<file path="config.mk">
export PLATFORM = sky130hd
export DESIGN_NAME = l1_readout_queue_flat
export DESIGN_NICKNAME = d
export VERILOG_FILES = /design/src/rtl/l1_readout_queue_if.sv /design/src/rtl/l1_readout_queue.sv /design/src/flat_wrapper.sv
export SDC_FILE = /design/constraint.sdc
export NUM_CORES = 1
export LEC_CHECK = 0
export CAP_MARGIN = 15
export CORE_MARGIN = 2
export CORE_UTILIZATION = 55
export DETAILED_ROUTE_END_ITERATION = 6
export PLACE_DENSITY = 0.78
export SKIP_CTS_REPAIR_TIMING = 1
export SYNTH_ARGS = -nofsm -noshare
export SYNTH_HDL_FRONTEND = slang
export SYNTH_SLANG_ARGS = --single-unit
export TNS_END_PERCENT = 5
</file>
<file path="constraint.sdc">
create_clock -name clk -period 3 [get_ports clk]
set_input_delay 0.6 -clock clk [delete_from_list [all_inputs] [get_ports clk]]
set_output_delay 0.6 -clock clk [all_outputs]
set_load 0.005 [all_outputs]
</file>
<file path="src/rtl/l1_readout_queue_if.sv">
// Handshake bundle between the L1 command detector, the readout queue and the readout controller.
// The master side drives triggers, pops and overflow clears; the slave side is the queue itself.
interface l1_readout_queue_if #(
  parameter int ID_W      = 8,
  parameter int PTR_W     = 3,
  parameter int OVF_CNT_W = 8
);
  logic                 L1detAck;
  logic [ID_W-1:0]      L1L0ID;
  logic                 RdReq;
  logic [ID_W-1:0]      RdID;
  logic                 RdAck;
  logic                 Full;
  logic                 Empty;
  logic [PTR_W:0]       Count;
  logic                 Overflow;
  logic [OVF_CNT_W-1:0] OverflowCnt;
  logic                 ClrOverflow;

  modport master (
    output L1detAck, L1L0ID, RdAck, ClrOverflow,
    input  RdReq, RdID, Full, Empty, Count, Overflow, OverflowCnt
  );

  modport slave (
    input  L1detAck, L1L0ID, RdAck, ClrOverflow,
    output RdReq, RdID, Full, Empty, Count, Overflow, OverflowCnt
  );
endinterface

</file>
<file path="src/rtl/l1_readout_queue.sv">
// FIFO of L1L0IDs captured on each L1detAck strobe, popped by the readout controller via RdReq/RdAck.
// Triggers arriving while full (and not popped that cycle) are dropped, flagged and counted.
module l1_readout_queue #(
  parameter int ID_W      = 8,
  parameter int DEPTH     = 8,
  parameter int PTR_W     = 3,
  parameter int OVF_CNT_W = 8
) (
  input  logic                clk,
  input  logic                Reset,
  l1_readout_queue_if.slave   bus
);

  localparam int CNT_W = PTR_W + 1;
  localparam logic [CNT_W-1:0] FULL_CNT = CNT_W'(DEPTH);

  function automatic logic [OVF_CNT_W-1:0] sat_inc(input logic [OVF_CNT_W-1:0] v);
    return (&v) ? v : v + OVF_CNT_W'(1);
  endfunction

  logic [ID_W-1:0]      mem_q [DEPTH];
  logic [PTR_W-1:0]     wr_ptr_q, wr_ptr_d;
  logic [PTR_W-1:0]     rd_ptr_q, rd_ptr_d;
  logic [CNT_W-1:0]     count_q, count_d;
  logic                 ovf_q, ovf_d;
  logic [OVF_CNT_W-1:0] ovf_cnt_q, ovf_cnt_d;

  logic full, empty, push, pop, drop;

  // Handshake decode: everything is judged on the registered (pre-edge) occupancy.
  always_comb begin
    full  = (count_q == FULL_CNT);
    empty = (count_q == '0);
    pop   = bus.RdAck & ~empty;
    push  = bus.L1detAck & (~full | pop);
    drop  = bus.L1detAck & full & ~pop;
  end

  always_comb begin
    wr_ptr_d  = wr_ptr_q;
    rd_ptr_d  = rd_ptr_q;
    count_d   = count_q;
    ovf_d     = ovf_q;
    ovf_cnt_d = ovf_cnt_q;

    // DEPTH is a power of two, so pointer overflow is the modulo wrap.
    if (push) wr_ptr_d = wr_ptr_q + PTR_W'(1);
    if (pop)  rd_ptr_d = rd_ptr_q + PTR_W'(1);

    unique case ({push, pop})
      2'b10:   count_d = count_q + CNT_W'(1);
      2'b01:   count_d = count_q - CNT_W'(1);
      default: count_d = count_q;
    endcase

    // A drop in the same cycle as a clear restarts the tally at one.
    if (drop) begin
      ovf_d     = 1'b1;
      ovf_cnt_d = bus.ClrOverflow ? OVF_CNT_W'(1) : sat_inc(ovf_cnt_q);
    end else if (bus.ClrOverflow) begin
      ovf_d     = 1'b0;
      ovf_cnt_d = '0;
    end
  end

  always_ff @(posedge clk) begin
    if (Reset) begin
      wr_ptr_q  <= '0;
      rd_ptr_q  <= '0;
      count_q   <= '0;
      ovf_q     <= 1'b0;
      ovf_cnt_q <= '0;
    end else begin
      wr_ptr_q  <= wr_ptr_d;
      rd_ptr_q  <= rd_ptr_d;
      count_q   <= count_d;
      ovf_q     <= ovf_d;
      ovf_cnt_q <= ovf_cnt_d;
    end
  end

  // Storage is never cleared; occupancy alone decides what is visible.
  always_ff @(posedge clk) begin
    if (push && !Reset) mem_q[wr_ptr_q] <= bus.L1L0ID;
  end

  assign bus.RdReq       = ~empty;
  assign bus.RdID        = empty ? '0 : mem_q[rd_ptr_q];
  assign bus.Full        = full;
  assign bus.Empty       = empty;
  assign bus.Count       = count_q;
  assign bus.Overflow    = ovf_q;
  assign bus.OverflowCnt = ovf_cnt_q;

endmodule
</file>
<file path="src/flat_wrapper.sv">
// flat-port wrapper written by rule: the top's interface ports become plain ports
module l1_readout_queue_flat 
#(
  parameter int ID_W      = 8,
  parameter int DEPTH     = 8,
  parameter int PTR_W     = 3,
  parameter int OVF_CNT_W = 8
)
  (clk, Reset, bus_L1detAck, bus_L1L0ID, bus_RdAck, bus_ClrOverflow, bus_RdReq, bus_RdID, bus_Full, bus_Empty, bus_Count, bus_Overflow, bus_OverflowCnt);
  l1_readout_queue_if #(.ID_W(ID_W), .PTR_W(PTR_W), .OVF_CNT_W(OVF_CNT_W)) bus_i ();
  input  logic clk;
  input  logic Reset;
  input wire logic [$bits(bus_i.L1detAck)-1:0] bus_L1detAck;
  input wire logic [$bits(bus_i.L1L0ID)-1:0] bus_L1L0ID;
  input wire logic [$bits(bus_i.RdAck)-1:0] bus_RdAck;
  input wire logic [$bits(bus_i.ClrOverflow)-1:0] bus_ClrOverflow;
  output wire logic [$bits(bus_i.RdReq)-1:0] bus_RdReq;
  output wire logic [$bits(bus_i.RdID)-1:0] bus_RdID;
  output wire logic [$bits(bus_i.Full)-1:0] bus_Full;
  output wire logic [$bits(bus_i.Empty)-1:0] bus_Empty;
  output wire logic [$bits(bus_i.Count)-1:0] bus_Count;
  output wire logic [$bits(bus_i.Overflow)-1:0] bus_Overflow;
  output wire logic [$bits(bus_i.OverflowCnt)-1:0] bus_OverflowCnt;
  assign bus_i.L1detAck = bus_L1detAck;
  assign bus_i.L1L0ID = bus_L1L0ID;
  assign bus_i.RdAck = bus_RdAck;
  assign bus_i.ClrOverflow = bus_ClrOverflow;
  assign bus_RdReq = bus_i.RdReq;
  assign bus_RdID = bus_i.RdID;
  assign bus_Full = bus_i.Full;
  assign bus_Empty = bus_i.Empty;
  assign bus_Count = bus_i.Count;
  assign bus_Overflow = bus_i.Overflow;
  assign bus_OverflowCnt = bus_i.OverflowCnt;
  l1_readout_queue #(.ID_W(ID_W), .DEPTH(DEPTH), .PTR_W(PTR_W), .OVF_CNT_W(OVF_CNT_W)) u_core (.clk(clk), .Reset(Reset), .bus(bus_i));
endmodule
</file>
==> qor.csv <==
metric,value,unit
total gr overflow,0,
final worst-path cycle share,93.5,%
Multi-input gate area,1140,sq um
CP Data Arrival Time,2.20,ns
worst skew pair latency,0.34,ns
final worst setup slack,0.196,ns
Most used DFF post-synth,edfxtp_1,
DR iter-0 viols,112,
drt wl/cell,17.6,microns
area grow syn2layout,19.6,%
Die Height,84.4,microns
synthesized cell area,3550,sq um
Tightest Hold Check Type,reg2reg,
pwr dens,700,nW/um^2
antenna violations before repair,0,
share of layout cells above drive strength 1,17.3,%
number of fill cells,460,
static leakage,1.44,nW
Layout Skew,0.00686,ns
wire length of the first global-routing pass,10400,microns
Clock Tree Buf Depth,2,
CP required,2.40,ns
Async SR Flop Fraction,0,%
"EDFF count, synth",64,
DP Wirelength,4070,microns
sequential-to-total area share from yosys stat,66.5,%
Vias/cell,5.67,
"Slew Viols, Final",0,
placed cell area,4060,sq um
FF+latch area,2360,sq um
antenna diode count,0,
Sink Count,86,
Slew @ Worst Pin,0.599,ns
# rows,29,
syn nets,249,
post-layout min period,2.80,ns
1st-pass router iterations,4,
nets,298,
leading area contributor after synthesis,edfxtp_1,
status,completed,
largest net degree at the start of global routing,17,
"top cells by area, synth","edfxtp_1, dfxtp_1, mux4_2",
Root Driver,clkbuf_8,
I/O Pins,37,
CTS buffer count,9,
DRC Markers,0,
Die ar.,7120,sq um
Mapped Cells,230,
TritonCTS clock tree,yes,
Routability Congestion,0.787,
synthesis-stage register bit count,86,
gr usage total,19.3,%
Crit Path Max Fanout,16,
Final ANT Viol Nets,0,
Peak VDD IR,0.484,mV
via count,2047,
IO Port Bufs,36,
RSZ-0062 raised after global routing,no,
Core ar.,6310,sq um
Setup crit end kind,output port,
Die X-Extent,84.4,microns
slew margin rel.,60.0,%
CTS H-Tree Depth,3,
Synth cell types,42,
Worst setup SP type,flip-flop,
Max-Cap Viols,0,
Max Clk Rate,357,MHz
final non-filler cell area,4250,sq um
Synthesis Warnings,0,
Synth top area share,54.1,%
crit path kind,reg2out,
vias in the first global route,2064,
final hold violations,0,
Syn Area/Cell,15.5,sq um
Setup-failing EPs final,0,
"CTS clk-pin slew, worst paths",0.08,ns
Setup TNS Final,0,ns
Initial Utilization,56.3,%
Post-Place Worst Slack,0.136,ns
routed wire length,6350,microns
state kept, by name, indices dropped and copies added, names as in the netlist, named ones only:
signal / flops
u_core.rd_ptr_q: 3
u_core.bus.OverflowCnt: 8
u_core.wr_ptr_q: 3
u_core.mem_q: 64
u_core.bus.Count: 4
u_core.bus.Overflow: 1
per-layer routing:
layer	global-route usage (%)	up-vias	wire (microns)
li1	-	988	-
met1	26.5	1000	2850
met2	30.8	53	3130
met3	4.92	6	332
met4	6.06	0	37
met5	0	-	0
final timing paths:
kind                                                        from                          endpoint  slack, ns  cells after the start
worst max-delay path                                   flip-flop                       bus_RdID[1]       0.20                      5
worst min-delay path            u_core.bus.Overflow$_SDFFE_PP0P_  u_core.bus.Overflow$_SDFFE_PP0P_       0.48                      2
worst max register to register  u_core.bus.Count[0]$_SDFFE_PP0P_  u_core.bus.Count[2]$_SDFFE_PP0P_       0.30                      9
worst min register to register  u_core.bus.Overflow$_SDFFE_PP0P_  u_core.bus.Overflow$_SDFFE_PP0P_       0.48                      2
layout make-up:
| class | instances | area share (%) |
|---|---|---|
| flip-flops and latches | 86 | 55.5 |
| multi-input cells | 132 | 26.8 |
| repair buffers | 47 | 10.4 |
| clock buffers | 9 | 2.91 |
| well taps | 77 | 2.27 |
| clock inverters | 7 | 1.68 |
| inverters | 3 | 0.382 |
report_power, final:
part | switching (mW) | total, mW | internal, mW
Sequential | 0.0517 | 1.38 | 1.33
Clock | 0.397 | 0.786 | 0.389
Combinational | 0.361 | 0.805 | 0.444
per-stage QoR:
stage / util (%) / hold WS (ns) / power [mW] / instances
finish: 67.4 / 0.480 / 2.98 / 361
detailed placement: 64.3 / 0.471 / 2.22 / 345
floorplan: - / 0.462 / 1.85 / 230
CTS: 67.4 / 0.486 / 3.01 / 361
global route: 67.4 / 0.517 / 3.13 / 361
global placement: 64.3 / 0.464 / 2.20 / 345
worst max-delay path, cell delays in order, from the launching register on:
cell	delay, ns
dfxtp_1	0.32
buf_4	0.30
mux4_2	0.55
mux2i_1	0.15
nor2_1	0.07
clkdlybuf4s50_1	0.46
cells by family (layout without fill, tap and decap cells):
| group | count (synthesis) | count (layout) | share of synthesized area, % |
|---|---|---|---|
| adders and majority gates | 6 | 6 | 2.11 |
| DFF | 86 | 86 | 66.5 |
| and+or+nand+nor | 66 | 66 | 9.54 |
| buffers and inverters | 12 | 66 | 1.48 |
| muxes | 31 | 31 | 14.4 |
| AOI/OAI and AO/OA | 22 | 22 | 4.29 |
| xor gates and xnor gates | 7 | 7 | 1.72 |
synth_stat cells, types with 2 or more instances:
cell type and n:
ha_1 6, or3_1 4, buf_2 2, buf_1 4, nand4_1 4, mux2i_1 14, nor2b_1 4, dfxtp_1 22
o21bai_1 2, nor4_1 2, nand2b_1 4, edfxtp_1 64, a21oi_1 8, o211ai_1 2, o21ai_0 3, or2_2 2
clkbuf_1 3, nor2_1 27, nand2_1 5, nand3_1 4, xor2_1 6, nor3_1 2, and2_1 2, mux4_2 16
placed cells by master (no fill, tap or decap), types with 2 or more instances in the layout:
cell and instances:
a21oi_1 8, and2_1 2, buf_4 11, clkbuf_8 9, clkdlybuf4s50_1 36, clkinv_2 3, dfxtp_1 22, edfxtp_1 64
ha_1 6, inv_6 3, mux2i_1 14, mux4_2 16, nand2_1 5, nand2b_1 4, nand3_1 4, nand4_1 4
nor2_1 27, nor2b_1 4, nor3_1 2, nor4_1 2, o211ai_1 2, o21ai_0 3, o21bai_1 2, or2_2 2
or3_1 4, xor2_1 6
No activity file was read; power rests on OpenSTA's default activity.
